## config.mk

```make
export PLATFORM = sky130hd
export DESIGN_NAME = btb_predictor_flat
export DESIGN_NICKNAME = d
export VERILOG_FILES = /design/src/rtl/btb_predictor_pkg.sv /design/src/rtl/btb_predictor_if.sv /design/src/rtl/btb_predictor_sat_counter.sv /design/src/rtl/btb_predictor.sv /design/src/flat_wrapper.sv
export SDC_FILE = /design/constraint.sdc
export NUM_CORES = 1
export LEC_CHECK = 0
export CAP_MARGIN = 5
export CORE_MARGIN = 8
export CORE_UTILIZATION = 50
export DETAILED_ROUTE_END_ITERATION = 10
export GPL_ROUTABILITY_DRIVEN = 0
export MAX_ROUTING_LAYER = met4
export PLACE_DENSITY = 0.72
export SLEW_MARGIN = 20
export SYNTH_ARGS = -nofsm -noshare
export SYNTH_HDL_FRONTEND = slang
export SYNTH_SLANG_ARGS = --single-unit
```

## constraint.sdc

```tcl
create_clock -name clk -period 5.8 [get_ports clk]
set_input_delay 1.16 -clock clk [delete_from_list [all_inputs] [get_ports clk]]
set_output_delay 1.16 -clock clk [all_outputs]
set_load 0.02 [all_outputs]
```

## src/rtl/btb_predictor_pkg.sv

```systemverilog
// Shared definitions for the branch target buffer: default word size,
// prediction-mode encodings and the direction-counter reset constants.
package btb_predictor_pkg;

    // Default PC / target width of the CPU datapath.
    localparam int WORD_SIZE = 16;

    // Prediction modes.
    localparam int PRED_ANY_HIT = 0;  // any table hit redirects fetch
    localparam int PRED_CNT_MSB = 1;  // counter MSB decides, jumps always taken

    // Counter constants for the default 2-bit counter.
    localparam logic [1:0] CNT_WEAK_T  = 2'b10;
    localparam logic [1:0] CNT_WEAK_NT = 2'b01;

    // Weakly-taken for any counter width: a one followed by zeros.
    function automatic int unsigned cnt_weak_t(input int unsigned w);
        return 32'd1 << (w - 1);
    endfunction

    // Weakly-not-taken for any counter width: a zero followed by ones.
    function automatic int unsigned cnt_weak_nt(input int unsigned w);
        return (32'd1 << (w - 1)) - 32'd1;
    endfunction

endpackage

```

## src/rtl/btb_predictor_if.sv

```systemverilog
// Fetch/resolve bus between the pipeline and the branch target buffer.
//
// Handshake: there is no ready. lookup_valid, upd_valid and flush_all are
// single-cycle qualifiers sampled at each rising clock edge; the predictor
// always accepts them. pred_* are combinational on lookup_pc, stat_* are
// registered.
interface btb_predictor_if #(
    parameter int WORD_SIZE = btb_predictor_pkg::WORD_SIZE
);
    logic                 lookup_valid;
    logic [WORD_SIZE-1:0] lookup_pc;
    logic                 pred_taken;
    logic [WORD_SIZE-1:0] pred_target;
    logic                 upd_valid;
    logic [WORD_SIZE-1:0] upd_pc;
    logic [WORD_SIZE-1:0] upd_target;
    logic                 upd_taken;
    logic                 upd_is_jump;
    logic                 upd_mispredict;
    logic                 flush_all;
    logic [WORD_SIZE-1:0] stat_lookups;
    logic [WORD_SIZE-1:0] stat_mispredicts;

    // Pipeline side (IF/ID stages).
    modport master (
        output lookup_valid, lookup_pc,
        output upd_valid, upd_pc, upd_target, upd_taken, upd_is_jump, upd_mispredict,
        output flush_all,
        input  pred_taken, pred_target,
        input  stat_lookups, stat_mispredicts
    );

    // Predictor side.
    modport slave (
        input  lookup_valid, lookup_pc,
        input  upd_valid, upd_pc, upd_target, upd_taken, upd_is_jump, upd_mispredict,
        input  flush_all,
        output pred_taken, pred_target,
        output stat_lookups, stat_mispredicts
    );
endinterface

```

## src/rtl/btb_predictor_sat_counter.sv

```systemverilog
// Saturating up/down counter with synchronous reset, clear and load.
// Priority: reset > clear > load > inc > dec.
module btb_predictor_sat_counter #(
    parameter int           W       = 2,
    parameter logic [W-1:0] RST_VAL = '0,
    parameter logic [W-1:0] CLR_VAL = '0
) (
    input  logic         clk,
    input  logic         reset,
    input  logic         clear,
    input  logic         load,
    input  logic [W-1:0] load_val,
    input  logic         inc,
    input  logic         dec,
    output logic [W-1:0] q
);

    // Counter register; holds at all-ones on inc and at zero on dec.
    always_ff @(posedge clk) begin
        if (reset) begin
            q <= RST_VAL;
        end else if (clear) begin
            q <= CLR_VAL;
        end else if (load) begin
            q <= load_val;
        end else if (inc) begin
            if (q != '1) q <= q + W'(1);
        end else if (dec) begin
            if (q != '0) q <= q - W'(1);
        end
    end

endmodule

```

## src/rtl/btb_predictor.sv

```systemverilog
// Direct-mapped, tagged branch target buffer for the IF stage. Lookup is
// combinational on the fetch PC; updates from ID resolution land on the
// next clock edge. Also counts lookups and mispredicts for debug.
module btb_predictor #(
    parameter int WORD_SIZE = btb_predictor_pkg::WORD_SIZE,
    parameter int ENTRIES   = 16,
    parameter int IDX_W     = $clog2(ENTRIES),
    parameter int CNT_W     = 2,
    parameter int PRED_MODE = btb_predictor_pkg::PRED_CNT_MSB
) (
    input  logic          clk,
    input  logic          reset,
    btb_predictor_if.slave bus
);
    import btb_predictor_pkg::*;

    localparam int TAG_W = WORD_SIZE - IDX_W;
    localparam logic [CNT_W-1:0] WEAK_T  = CNT_W'(cnt_weak_t(CNT_W));
    localparam logic [CNT_W-1:0] WEAK_NT = CNT_W'(cnt_weak_nt(CNT_W));

    // Table storage: plain registers so reset and flush take one cycle.
    logic                 valid_q  [ENTRIES];
    logic [TAG_W-1:0]     tag_q    [ENTRIES];
    logic [WORD_SIZE-1:0] target_q [ENTRIES];
    logic                 jump_q   [ENTRIES];
    logic [CNT_W-1:0]     cnt_q    [ENTRIES];

    logic [IDX_W-1:0] lk_idx;
    logic [TAG_W-1:0] lk_tag;
    logic             lk_hit;
    logic             lk_pred;

    logic [IDX_W-1:0] up_idx;
    logic [TAG_W-1:0] up_tag;
    logic             up_hit;
    logic             up_act;

    // Lookup: index/tag split of the fetch PC and the redirect decision.
    always_comb begin
        lk_idx = bus.lookup_pc[IDX_W-1:0];
        lk_tag = bus.lookup_pc[WORD_SIZE-1:IDX_W];
        lk_hit = valid_q[lk_idx] && (tag_q[lk_idx] == lk_tag);
        if (PRED_MODE == PRED_ANY_HIT) begin
            lk_pred = lk_hit;
        end else begin
            lk_pred = lk_hit && (jump_q[lk_idx] || cnt_q[lk_idx][CNT_W-1]);
        end
    end

    assign bus.pred_taken  = lk_pred;
    assign bus.pred_target = lk_pred ? target_q[lk_idx] : bus.lookup_pc + WORD_SIZE'(1);

    // Update side: hit test against the pre-update table; flush wins over update.
    always_comb begin
        up_idx = bus.upd_pc[IDX_W-1:0];
        up_tag = bus.upd_pc[WORD_SIZE-1:IDX_W];
        up_hit = valid_q[up_idx] && (tag_q[up_idx] == up_tag);
        up_act = bus.upd_valid && !bus.flush_all;
    end

    // Valid/tag/target/jump fields: written on every taken resolution.
    always_ff @(posedge clk) begin
        if (reset) begin
            for (int i = 0; i < ENTRIES; i++) begin
                valid_q[i]  <= 1'b0;
                tag_q[i]    <= '0;
                target_q[i] <= '0;
                jump_q[i]   <= 1'b0;
            end
        end else if (bus.flush_all) begin
            for (int i = 0; i < ENTRIES; i++) begin
                valid_q[i] <= 1'b0;
            end
        end else if (bus.upd_valid && bus.upd_taken) begin
            valid_q[up_idx]  <= 1'b1;
            tag_q[up_idx]    <= up_tag;
            target_q[up_idx] <= bus.upd_target;
            jump_q[up_idx]   <= bus.upd_is_jump;
        end
    end

    // Per-entry direction counters: train on hits, seed weakly-taken on allocation.
    for (genvar e = 0; e < ENTRIES; e++) begin : g_entry
        logic sel;
        assign sel = up_act && (up_idx == IDX_W'(e));

        btb_predictor_sat_counter #(
            .W       (CNT_W),
            .RST_VAL (WEAK_NT),
            .CLR_VAL (WEAK_NT)
        ) u_cnt (
            .clk      (clk),
            .reset    (reset),
            .clear    (bus.flush_all),
            .load     (sel && !up_hit && bus.upd_taken),
            .load_val (WEAK_T),
            .inc      (sel && up_hit && bus.upd_taken),
            .dec      (sel && up_hit && !bus.upd_taken),
            .q        (cnt_q[e])
        );
    end

    // Statistics: saturating event counters, untouched by flush.
    btb_predictor_sat_counter #(
        .W       (WORD_SIZE),
        .RST_VAL ('0),
        .CLR_VAL ('0)
    ) u_stat_lookups (
        .clk      (clk),
        .reset    (reset),
        .clear    (1'b0),
        .load     (1'b0),
        .load_val ('0),
        .inc      (bus.lookup_valid),
        .dec      (1'b0),
        .q        (bus.stat_lookups)
    );

    btb_predictor_sat_counter #(
        .W       (WORD_SIZE),
        .RST_VAL ('0),
        .CLR_VAL ('0)
    ) u_stat_mispredicts (
        .clk      (clk),
        .reset    (reset),
        .clear    (1'b0),
        .load     (1'b0),
        .load_val ('0),
        .inc      (bus.upd_valid && bus.upd_mispredict),
        .dec      (1'b0),
        .q        (bus.stat_mispredicts)
    );

endmodule

```

## src/flat_wrapper.sv

```systemverilog
// flat-port wrapper written by rule: the top's interface ports become plain ports
module btb_predictor_flat import btb_predictor_pkg::*;
#(
    parameter int WORD_SIZE = btb_predictor_pkg::WORD_SIZE,
    parameter int ENTRIES   = 16,
    parameter int IDX_W     = $clog2(ENTRIES),
    parameter int CNT_W     = 2,
    parameter int PRED_MODE = btb_predictor_pkg::PRED_CNT_MSB
)
  (clk, reset, bus_lookup_valid, bus_lookup_pc, bus_upd_valid, bus_upd_pc, bus_upd_target, bus_upd_taken, bus_upd_is_jump, bus_upd_mispredict, bus_flush_all, bus_pred_taken, bus_pred_target, bus_stat_lookups, bus_stat_mispredicts);
  btb_predictor_if #(.WORD_SIZE(WORD_SIZE)) bus_i ();
  input  logic clk;
  input  logic reset;
  input wire logic [$bits(bus_i.lookup_valid)-1:0] bus_lookup_valid;
  input wire logic [$bits(bus_i.lookup_pc)-1:0] bus_lookup_pc;
  input wire logic [$bits(bus_i.upd_valid)-1:0] bus_upd_valid;
  input wire logic [$bits(bus_i.upd_pc)-1:0] bus_upd_pc;
  input wire logic [$bits(bus_i.upd_target)-1:0] bus_upd_target;
  input wire logic [$bits(bus_i.upd_taken)-1:0] bus_upd_taken;
  input wire logic [$bits(bus_i.upd_is_jump)-1:0] bus_upd_is_jump;
  input wire logic [$bits(bus_i.upd_mispredict)-1:0] bus_upd_mispredict;
  input wire logic [$bits(bus_i.flush_all)-1:0] bus_flush_all;
  output wire logic [$bits(bus_i.pred_taken)-1:0] bus_pred_taken;
  output wire logic [$bits(bus_i.pred_target)-1:0] bus_pred_target;
  output wire logic [$bits(bus_i.stat_lookups)-1:0] bus_stat_lookups;
  output wire logic [$bits(bus_i.stat_mispredicts)-1:0] bus_stat_mispredicts;
  assign bus_i.lookup_valid = bus_lookup_valid;
  assign bus_i.lookup_pc = bus_lookup_pc;
  assign bus_i.upd_valid = bus_upd_valid;
  assign bus_i.upd_pc = bus_upd_pc;
  assign bus_i.upd_target = bus_upd_target;
  assign bus_i.upd_taken = bus_upd_taken;
  assign bus_i.upd_is_jump = bus_upd_is_jump;
  assign bus_i.upd_mispredict = bus_upd_mispredict;
  assign bus_i.flush_all = bus_flush_all;
  assign bus_pred_taken = bus_i.pred_taken;
  assign bus_pred_target = bus_i.pred_target;
  assign bus_stat_lookups = bus_i.stat_lookups;
  assign bus_stat_mispredicts = bus_i.stat_mispredicts;
  btb_predictor #(.WORD_SIZE(WORD_SIZE), .ENTRIES(ENTRIES), .IDX_W(IDX_W), .CNT_W(CNT_W), .PRED_MODE(PRED_MODE)) u_core (.clk(clk), .reset(reset), .bus(bus_i));
endmodule
```

==> summary.txt <==
Floorplan
  – Core area: 54800 um^2
  – IO Count: 105
  – Die Y-Extent: around 250 um
  – Initial core utilization: 0.502
  – Die area: 62800 um^2
  – # rows: 86
  – DIE WIDTH: between 200 and 300 um

Placement
  – DPL Wire Length: 52000 um
  – Cell area after placement: 29500 um^2
  – PortBufs: between 100 and 150

Yosys
  – Synth Flop Type: edfxtp_1
  – Avg Cell Area, Syn: 13.4 um^2
  – Synth Warn #: 0
  – Post-synth ARST share: 0
  – Number of synthesized register bits: 544
  – Synth cell types: between 60 and 70
  – Syn Inst Count: just over 2000
  – Post-synth EDFFs: 464
  – Cell area after synthesis: 27500 um^2
  – Register area share after synthesis: 0.565
  – Net Count, Synth: 2107

Clock tree
  – H-tree levels: 2
  – Clock latency on the worst-skew pair: 630 ps
  – CTS Sinks: 544
  – Worst-path clk slew: 60 ps
  – Inserted Clock Buffers: 56
  – CTS Buffer Depth: 3
  – Root Driver: clkbuf_16
  – CTS Hold Bufs: 0
  – CTS tree: built

Timing
  – Pins Over Slew Limit: 0
  – Worst Clk Skew: slightly below 30 ps
  – Worst-margin pin slew: 1150 ps
  – Final Hold Vio Count: 0
  – Post-route setup TNS: 0 ps
  – Final worst path period need: 5710 ps
  – Peak Freq: 175 MHz
  – Worst slew margin relative to its limit: 0.234
  – Finish-stage setup viols: 0
  – Unrepaired setup endpoints after global routing: false
  – Tcrit/Tclk final: 0.985

Setup path
  – Crit path required time: 4640 ps
  – CP Launch Type: primary input
  – WP data arrival: 4550 ps
  – CP Class: primary input to output port
  – CP endpoint kind: output port
  – Crit-path max FO: 16

Detailed routing
  – WL per Instance: 29.6 um
  – Routed length on met1: 30500 um
  – Max layer used: met4
  – Met2 routed WL: 41000 um
  – Drc violations: 0
  – Via count: between 15000 and 20000
  – Final wirelength: between 80000 and 90000 um
  – Number of routed nets with antenna violations: 0
  – Drt initial violations: 3034
  – First drt pass iteration count: 6
  – Drt via density: 6.61
  – Routed wl met3: roughly 9400 um

Global routing
  – Global-route wire length before repair: between 100000 and 150000 um
  – Gr usage total: 0.275
  – Initial antenna violation count: 6
  – Number of global-route vias before repair: approximately 19000
  – Largest net degree at the start of global routing: 87
  – GRT Residual Overflow: 0

Power
  – Leak: around 11 nW
  – Maximum vdd drop: 0.253 mV
  – PwrDens: 285 nW/um^2

Worst hold path
  – Hold WC Path Type: flop to flop

Layout
  – Area Growth Syn to Fin: 13.9%
  – Commonest non-fill, non-tap cell in the layout: edfxtp_1
  – Final net count: 2180
  – Layout cell share with drive strength beyond 1: 0.188
  – Most frequent cells in the layout: edfxtp_1, and2_1, mux4_2, clkdlybuf4s50_1
  – FILL cells: 4212
  – Post-route cell area: 31300 um^2

Job
  – MaxCap Viol Count: 0

Run status
  – Outcome: complete, no violations
-- flip-flops by register name, indices dropped and copies added (netlist names) --
name and count:
u_core.tag_q 192, u_core.u_stat_mispredicts.q 16, u_core.jump_q 16, u_core.u_stat_lookups.q 16, u_core.target_q 256, u_core.g_entry.u_cnt.q 32, u_core.valid_q 16
-- through the flow --
step,total power [mW],setup slack (ps),util,hold WS (ps),std cells
floorplan,5.11,687,-,437,2048
global placement,5.46,60.7,0.539,452,2767
detailed placement,5.48,15.9,0.539,462,2767
CTS,8.93,53.4,0.571,475,2872
global route,9.16,0.197,0.572,490,2873
finish,8.93,85.6,0.572,476,2875
-- critical path, stage by stage --
cell,delay [ps]
clkbuf_8,240
buf_12,200
mux4_2,510
mux4_2,520
xnor2_1,240
nand4_1,180
nor4b_4,350
buf_12,220
mux2_2,350
clkdlybuf4s50_1,550
-- final timing paths --
| kind | from | to | slack (ps) | cells past startpoint |
|---|---|---|---|---|
| worst min register to register | u_core.valid_q[8] | u_core.valid_q[8] | 480 | 1 |
| worst max register to register | u_core.tag_q[4][5] | u_core.g_entry[7].u_cnt.q[0] | 2010 | 9 |
| worst min-delay path | u_core.valid_q[8] | u_core.valid_q[8] | 480 | 1 |
| worst max-delay path | bus_lookup_pc[0] | bus_pred_target[14] | 90 | 10 |
-- per-layer routing --
metal / vias to the layer above / GRT usage
li1: 7872 / -
met1: 9520 / 0.338
met2: 1356 / 0.442
met3: 269 / 0.0535
met4: 0 / 0.127
met5: - / -
-- cells in the mapped netlist (16+ instances only) --
| master | n | area [um^2] |
|---|---|---|
| a21o_1 | 26 | 195 |
| a21oi_1 | 24 | 120 |
| and2_1 | 389 | 2430 |
| buf_1 | 18 | 67.6 |
| buf_2 | 22 | 110 |
| clkbuf_1 | 119 | 447 |
| dfxtp_1 | 80 | 1600 |
| edfxtp_1 | 464 | 13900 |
| inv_1 | 16 | 60.1 |
| mux2_2 | 17 | 191 |
| mux2i_1 | 51 | 510 |
| mux4_2 | 174 | 3920 |
| nand2_1 | 82 | 308 |
| nand3_1 | 36 | 180 |
| nor2_1 | 90 | 338 |
| nor3_1 | 62 | 310 |
| nor4_1 | 49 | 307 |
| o211ai_1 | 18 | 135 |
| o21ai_0 | 59 | 295 |
| xnor2_1 | 35 | 307 |
| xor2_1 | 33 | 289 |
-- where the power goes --
part	total, mW	internal [mW]	leakage, nW	switching [mW]
Clock	3.50	1.97	0.861	1.54
Sequential	4.51	4.42	5.06	0.0875
Combinational	0.915	0.390	4.91	0.525
Total	8.93	6.78	10.8	2.15
-- area by class of cell --
type                            instances  area, um^2  share of cell area
Antenna cell                            3        7.51            0.000240
Multi-Input combinational cell       1310       11200               0.359
Sequential cell                       544       15500               0.496
Inverter                               22        82.6             0.00264
Clock buffer                           83        1560              0.0500
Clock inverter                         22         201             0.00643
Timing Repair Buffer                  187        1800              0.0575
Tap cell                              704         881              0.0281
-- kinds of logic after synthesis --
group                      Yosys count  synth area share
and+or+nand+nor                    777             0.158
DFF                                544             0.565
muxes                              251             0.172
AOI/OAI and AO/OA                  211            0.0517
buffers and inverters              194            0.0305
xor gates and xnor gates            68            0.0217
adders and majority gates            3           0.00137
-- repair_timing --
item,in CTS,in global routing
gates resized for setup,1,8
pin swaps,0,0
setup buffers,0,0
setup endpoints to repair,5,16
(Power assumes the default switching activity.)
